[src/rtl/dino_jump_ctrl.sv]
// rtl/dino_jump_ctrl.sv - dino vertical trajectory under fixed-point gravity
// Produces the foot-row position for the sprite renderer, stepped once per physics tick.
module dino_jump_ctrl #(
    parameter int TICK_DIV = 1666667,
    parameter int GROUND_Y = 200,
    parameter int MIN_Y    = 26,
    parameter int JUMP_V   = 12,
    parameter int GRAVITY  = 1,
    parameter int MAX_V    = 12
) (
    input  logic       clk,
    input  logic       rst,
    input  logic       en,
    input  logic       jump,
    input  logic       freeze,
    output logic [8:0] pos,
    output logic       airborne,
    output logic       jump_start,
    output logic       landed
);

    localparam int CW = (TICK_DIV > 1) ? $clog2(TICK_DIV) : 1;

    typedef enum logic [1:0] {GROUND, RISE, FALL, DEAD} state_t;

    state_t             state, state_nx;
    logic [CW-1:0]      cnt;
    logic               tick;
    logic [5:0]         vel, vel_nx;
    logic [8:0]         pos_nx;
    logic               jump_d, jump_pend, pend_nx, rise;
    logic               js_nx, ld_nx;
    logic signed [9:0]  up;
    logic [9:0]         down;
    logic [6:0]         vel_up;

    assign tick   = (cnt == CW'(TICK_DIV - 1));
    assign rise   = jump & ~jump_d;
    assign up     = $signed({1'b0, pos}) - $signed({4'b0, vel});
    assign down   = {1'b0, pos} + {4'b0, vel};
    assign vel_up = {1'b0, vel} + 7'(GRAVITY);

    always_ff @(posedge clk) begin
        if (rst) begin
            state      <= GROUND;
            pos        <= 9'(GROUND_Y);
            vel        <= '0;
            cnt        <= '0;
            jump_pend  <= 1'b0;
            jump_d     <= 1'b0;
            airborne   <= 1'b0;
            jump_start <= 1'b0;
            landed     <= 1'b0;
        end else begin
            cnt        <= tick ? '0 : cnt + 1'b1;
            jump_d     <= jump;
            state      <= state_nx;
            pos        <= pos_nx;
            vel        <= vel_nx;
            jump_pend  <= pend_nx;
            airborne   <= (state_nx == RISE) || (state_nx == FALL);
            jump_start <= js_nx;
            landed     <= ld_nx;
        end
    end

    // freeze is checked first so a collision always wins over a same-cycle tick or jump
    always_comb begin
        state_nx = state;
        pos_nx   = pos;
        vel_nx   = vel;
        pend_nx  = jump_pend;
        js_nx    = 1'b0;
        ld_nx    = 1'b0;
        if (freeze) begin
            state_nx = DEAD;
            pend_nx  = 1'b0;
        end else begin
            case (state)
                GROUND: begin
                    pos_nx = 9'(GROUND_Y);
                    if (rise) pend_nx = 1'b1;
                    if (tick && en && jump_pend) begin
                        vel_nx   = 6'(JUMP_V);
                        pend_nx  = 1'b0;
                        js_nx    = 1'b1;
                        state_nx = RISE;
                    end
                end
                RISE: begin
                    if (tick && en) begin
                        if (up < $signed(10'(MIN_Y))) pos_nx = 9'(MIN_Y);
                        else                          pos_nx = up[8:0];
                        if (vel <= 6'(GRAVITY)) begin
                            vel_nx   = '0;
                            state_nx = FALL;
                        end else begin
                            vel_nx = vel - 6'(GRAVITY);
                        end
                    end
                end
                FALL: begin
                    if (tick && en) begin
                        if (down >= 10'(GROUND_Y)) begin
                            pos_nx   = 9'(GROUND_Y);
                            vel_nx   = '0;
                            ld_nx    = 1'b1;
                            state_nx = GROUND;
                        end else begin
                            pos_nx = down[8:0];
                            vel_nx = (vel_up > 7'(MAX_V)) ? 6'(MAX_V) : vel_up[5:0];
                        end
                    end
                end
                DEAD: begin
                    pend_nx = 1'b0;
                end
            endcase
        end
    end

endmodule

[config.mk]
export PLATFORM = sky130hd
export DESIGN_NAME = dino_jump_ctrl
export DESIGN_NICKNAME = d
export VERILOG_FILES = /design/src/rtl/dino_jump_ctrl.sv
export SDC_FILE = /design/constraint.sdc
export NUM_CORES = 1
export LEC_CHECK = 0
export CAP_MARGIN = 0
export CORE_AREA = 2 2 77 79
export CTS_CLUSTER_DIAMETER = 80
export DETAILED_ROUTE_END_ITERATION = 7
export DIE_AREA = 0 0 79 81
export PLACE_DENSITY = 0.88
export SLEW_MARGIN = 30
export SYNTH_ARGS = -nofsm -noshare
export SYNTH_HDL_FRONTEND = slang
export SYNTH_SLANG_ARGS = --single-unit
[constraint.sdc]
create_clock -name clk -period 7.25 [get_ports clk]
set_input_delay 1.45 -clock clk [delete_from_list [all_inputs] [get_ports clk]]
set_output_delay 1.45 -clock clk [all_outputs]
set_load 0.02 [all_outputs]
; ---- Word level (Yosys, flattened, before mapping)
; Index checks and enable logic that the tools add are counted.
[word_totals]
regBits = 43
input_bits = 5
out_inout_bits = 12
[op_classes]
addsub = 5
order_cmp = 4
eq_ne = 10
muxes = 24
bitwise_logic = 6
n_reduce_logical = 13
[op_table]
columns = op, n
row1 = 6-bit 2-to-1 mux, 6
row2 = 9-bit 2-to-1 mux, 4
row3 = 9-bit one-hot mux with 3 select lines, 1
row4 = "21-bit by 1-bit adder with 21-bit output, second input constant", 1
row5 = "21-bit == test, second input constant", 1
row6 = 6-bit one-hot mux with 3 select lines, 1
row7 = 2-bit 2-to-1 mux, 6
row8 = 9-bit by 6-bit adder with 10-bit output, 1
row9 = "10-bit by 8-bit >= comparator with 1-bit output, second input constant", 1
row10 = "10-bit by 6-bit less-than comparator with 1-bit output, second input constant", 1
row11 = 9-bit by 6-bit subtractor with 10-bit output, 1
row12 = "6-bit by 1-bit adder with 7-bit output, second input constant", 1
row13 = "7-bit by 4-bit greater-than comparator with 1-bit output, second input constant", 1
row14 = "2-bit == test, second input constant", 3
row15 = "6-bit by 1-bit <= comparator with 1-bit output, second input constant", 1
row16 = "2-bit != test, second input constant", 3
row17 = 2-bit one-hot mux with 3 select lines, 1
row18 = "6-bit by 1-bit subtractor with 6-bit output, second input constant", 1
row19 = 1-bit NOT, 5
row20 = 5-bit AND reduction, 1
row21 = "2-bit by 1-bit == test with 1-bit output, second input constant", 2
row22 = 1-bit 2-to-1 mux, 4
row23 = 4-bit AND reduction, 1
row24 = 2-bit OR reduction, 2
row25 = 11 further kinds, 12

; ---- Longest topological paths before layout
[depth]
ltp_word = 8
mapped_depth = 12
depth_no_buf = 11

; ---- Worst setup path before layout
; OpenSTA, ideal clock, no wires.
[synth_timing]
path_kind = reg2reg
startpoint = register vel[0]
endpoint = register airborne
setup_time_ns = 0.131
arrival_time_ns = 2.731
setup_slack_ns = 4.388
stages_incl_launch_ff = 11
n_path_buf = 0
synth_period_minus_slack_ns = 2.862
cell_sequence = dfxtp_1 > ha_1 > inv_1 > fa_1 > nor3_1 > o31ai_1 > a221o_1 > a41o_1 > a211o_1 > xnor2_1 > nor3_1
[synth_between]
elab_chain_cells = 8
word_cells_on_any_way = 12
classes_between = 1 x add/sub / 2 x order compare / 2 x eq/ne / 6 x mux / 1 x reduce/logical
[synth_rtl]
columns = element, line_no
row1 = start: declaration, 29  ; logic [5:0] vel, vel_nx;
row2 = start signal: assignment, 59  ; vel <= vel_nx;
row3 = 9-bit by 6-bit adder with 10-bit output, 40  ; assign down = {1'b0, pos} + {4'b0, vel};
row4 = 10-bit by 8-bit >= comparator with 1-bit output, 104  ; if (down >= 10'(GROUND_Y)) begin
row5 = 2-bit 2-to-1 mux, 104
row6 = 2-bit 2-to-1 mux, 103  ; if (tick && en) begin
row7 = 2-bit one-hot mux with 3 select lines *, 79  ; case (state)
row8 = 2-bit 2-to-1 mux *, 75  ; if (freeze) begin
row9 = 2-bit by 1-bit == test with 1-bit output / 2-bit == test (equally long branches), 61  ; airborne <= (state_nx == RISE) || (state_nx == FALL);
row10 = 1-bit logical OR *, 61
row11 = end signal: assignment, 61
row12 = end: declaration, 17  ; output logic airborne,
; Mark *: on every way between the ends. The rest lies on a longest branch, timed or not.
; A chain may end at the register's enable or synchronous reset.

; ---- Worst setup path after layout
[layout_timing]
startpoint = register vel[0]
endpoint = register vel[0]
[layout_between]
elab_chain_cells = 6
word_cells_on_any_way = 12
classes_between = 3 x add/sub / 3 x order compare / 6 x mux
[layout_rtl]
columns = element, line_no
row1 = branches (longest 5 deep; another with 9-bit by 6-bit adder with 10-bit output), -
row2 = 6-bit one-hot mux with 3 select lines *, 79
; Mark *: on every way between the ends. The select of a mux whose other input is x is not followed.

==> metrics.md <==
| Metric | Value |
|---|---|
| Post-synth EDFFs | 0 |
| TritonCTS Buffers | 5 |
| Mapped Cells | 401 |
| GRT Residual Overflow | 0 |
| Fin cells | 486 |
| Yosys warning total | 0 |
| Initial antenna violation count | 0 |
| Critical path arrival | 3.67 ns |
| Ant diodes | 0 |
| Worst Setup End Kind | register |
| Critical Path Slowest Stage Cell | dfxtp_1 |
| Setup tns final | 0 ns |
| First-iteration detailed-routing DRC count | approximately 210 |
| Clock-pin slew on the worst setup and hold paths | 0.09 ns |
| Max Clock Freq | approximately 280 MHz |
| Area of the multi-input gates | 2130 um2 |
| Critical register-to-register path startpoint | vel[0]$_SDFFE_PP0P_ |
| Util after Layout | roughly 60% |
| Die W | 79 um |
| Total power | 567.1 uW |
| Core area | 5675 um2 |
| Worst EP required | 7.41 ns |
| DP Wirelength | 5492 um |
| H-tree levels | 2 |
| Port bufs | 16 |
| GP Congestion | 0.8848 |
| RSZ-0062 raised after global routing | no |
| Tmin final | 3.512 ns |
| Worst setup path class | reg -> reg |
| Max Cap Viol | 0 |
| CTS resizes | 0 |
| Clock tree buffer depth | 2 |
| # hold bufs at CTS | 0 |
| Crit-path leading delay family | compound AO/OA/AOI/OAI gates |
| Initial Utilization | a little under three fifths |
| Fill cells | around 490 |
| Die Area | 6399 um2 |
| Gr usage total | 23.35% |
| Post-CTS Setup Inserts | 0 |
| First-pass GRT wire length | 12,130 um |
| Fin Clk Skew | 0.01513 ns |
| Worst-Skew Late Latency | about 0.3 ns |
| Sequential Area | 860.8 um2 |
| Die Y | 81 um |
| Primary FF master, synth | dfxtp_1 |
| Vias in the first global route | 2,760 |
| Placed instance count | 478 |
| DRC | 0 |
| # rows | 28 |
| Peak supply drop | 0.1286 mV |
| Buf+Inv Stages, Crit Path | 1 |
| Slew @ Worst Pin | 0.6741 ns |
| Vias per cell | 6.212 |
| Outcome | finished, final reports clean |
| Critical path startpoint | vel[0]$_SDFFE_PP0P_ |
| CTS tree | built |
| Finish-stage setup viols | 0 |
| Hold path startpoint | jump_pend$_SDFFE_PP0P_ |
| Synthesized Nets | ~430 |
| Flop2flop setup slack | between 3 and 4 ns |
| Drt first pass iters | 7 |
| Layout cells sized above 1 | between 5 and 6% |
| Final Cycle Share | between 40% and 50% |
| Worst Reg-to-Reg Cells | 11 |
| CP most frequent cell | nor3_1 |
| DR vias | around 3,000 |
| Hold path endpoint | jump_start$_SDFF_PP0_ |
| R2R Path End | vel[0]$_SDFFE_PP0P_ |
| Area growth syn-to-layout | 10.06% |
| Critical Path, Cell by Cell | ha_1 -> inv_1 -> fa_1 -> nor3_1 -> nor3_1 -> a311oi_1 -> o31a_1 -> o311a_1 -> o22ai_2 -> a211oi_1 -> a211oi_2 |
| I/O pins | 17 |
| ANT nets after route | 0 |
| Most frequent cells in the layout | 44 x nor2_1, 43 x dfxtp_1, 32 x nand2_1 |
| Final wirelength | 7397 um |
| Mapped cell area | 3146 um2 |
| Synth unique cells | 64 |
| Critical path launch point type | register |
| Pins over their slew limit | 0 |
| Largest net degree at the start of global routing | 22 |
| Hold Path Class | reg -> reg |
| Critical Path Fanout Max | 11 |
| CTS root buf | clkbuf_8 |
| Cell Pwr Density | 163.8 nW/um2 |
| # nets final | around 440 |
| Sequential share of the synthesized area | 27.37% |
| Crit-path max cell delay | 0.58 ns |
| Post-synthesis register bit count | 43 |
| Post-DR wirelength/cell | around 15 um |
| Slew HR | ~55% |
| Most common cell after layout, fill and taps aside | nor2_1 |
| CTS sink count | 43 |
| Hold depth | 2 |
| Leakage power | between 1 and 1.5 nW |
| Final Hold Viols | 0 |
| Async SR Flop Fraction | 0% |
| Synth Area per Inst | around 7.8 um2 |
## tightest hold or removal path: stages, from the launching register on
cell	delay, ns
dfxtp_1	0.35
nand2_1	0.07
nor2_1	0.04
## area by class of cell
class / count / area share, %
Tap cell: 75 / 2.711
Inverter: 27 / 2.927
Multi-Input combinational cell: 317 / 61.51
Clock inverter: 3 / 1.373
Clock buffer: 5 / 1.988
Sequential cell: 43 / 24.86
Timing Repair Buffer: 16 / 4.626
## Yosys cell counts (2+ instances only)
cell type	number	area, um2
fa_1	2	40.04
o31a_1	6	52.55
o31ai_1	5	37.54
and4_1	2	17.52
ha_1	21	262.8
a32o_1	2	20.02
a41o_1	3	30.03
o221ai_1	5	43.79
a211o_1	2	17.52
nand3_1	15	75.07
and2_1	4	25.02
nand2_1	32	120.1
nand2b_1	5	31.28
and3_1	8	50.05
o21a_1	2	15.01
nor2_1	44	165.2
nand4_1	5	31.28
nor2b_1	9	56.30
a221oi_1	3	26.28
a211oi_1	2	15.01
a21oi_1	24	120.1
o211ai_1	2	15.01
xnor2_1	10	87.58
or2_2	2	12.51
o21ai_1	2	10.01
a21boi_0	2	15.01
xor2_1	15	131.4
a31oi_1	11	68.82
clkbuf_1	12	45.04
or3_1	6	37.54
o21ai_0	18	90.09
inv_1	27	101.4
and3b_1	2	17.52
nor3_1	16	80.08
dfxtp_1	43	860.8
o21bai_1	2	15.01
nor4_1	3	18.77
## how the worst max path moves through the flow
stage,endpoint,slack (ns),cells after the start
finish,vel[0]$_SDFFE_PP0P_,3.74,11
detailed placement,airborne$_SDFF_PP0_,3.67,9
floorplan,airborne$_SDFF_PP0_,4.39,10
global route,vel[2]$_SDFFE_PP0P_,3.46,11
CTS,vel[0]$_SDFFE_PP0P_,3.86,11
global placement,airborne$_SDFF_PP0_,3.81,9
## state kept, by name, summed over array words and instances (netlist names)
register    cells
jump_d          1
state           2
vel             6
pos             9
landed          1
jump_pend       1
cnt            21
airborne        1
jump_start      1
## through the flow
step / instance area (um2) / setup WS, ns / hold WS [ns]
finish: 3462 / 3.738 / 0.4934
global route: 3462 / 3.457 / 0.5117
CTS: 3462 / 3.861 / 0.4866
detailed placement: 3346 / 3.671 / 0.4656
global placement: 3346 / 3.813 / 0.4550
floorplan: 3146 / 4.388 / 0.4399
## routing by layer
| metal | up-vias | wire (um) | part of all wire, % | GRT usage [%] |
|---|---|---|---|---|
| met3 | 13 | 402 | 5.4 | 3.444 |
| met1 | 1418 | 3275 | 44 | 28.98 |
| met2 | 116 | 3605 | 49 | 42.03 |
| li1 | 1472 | - | - | - |
| met4 | 0 | 113 | 1.5 | 6.897 |
| met5 | - | 0 | 0 | 0 |
## cell families after synthesis
logic type                 count (synthesis)  synth area share, %
muxes                                      1               0.3182
xor gates and xnor gates                  25                6.961
and+or+nand+nor                          164                27.73
DFF                                       43                27.37
buffers and inverters                     41                4.932
adders and majority gates                 23                9.626
AOI/OAI and AO/OA                        104                23.07
## power breakdown
group | total (mW) | switching (mW) | internal, mW
clock | 0.195 | 0.0910 | 0.105
sequential | 0.252 | 0.00949 | 0.242
combinational | 0.120 | 0.0720 | 0.0480
total | 0.567 | 0.172 | 0.395
No activity file was read; power rests on OpenSTA's default activity.
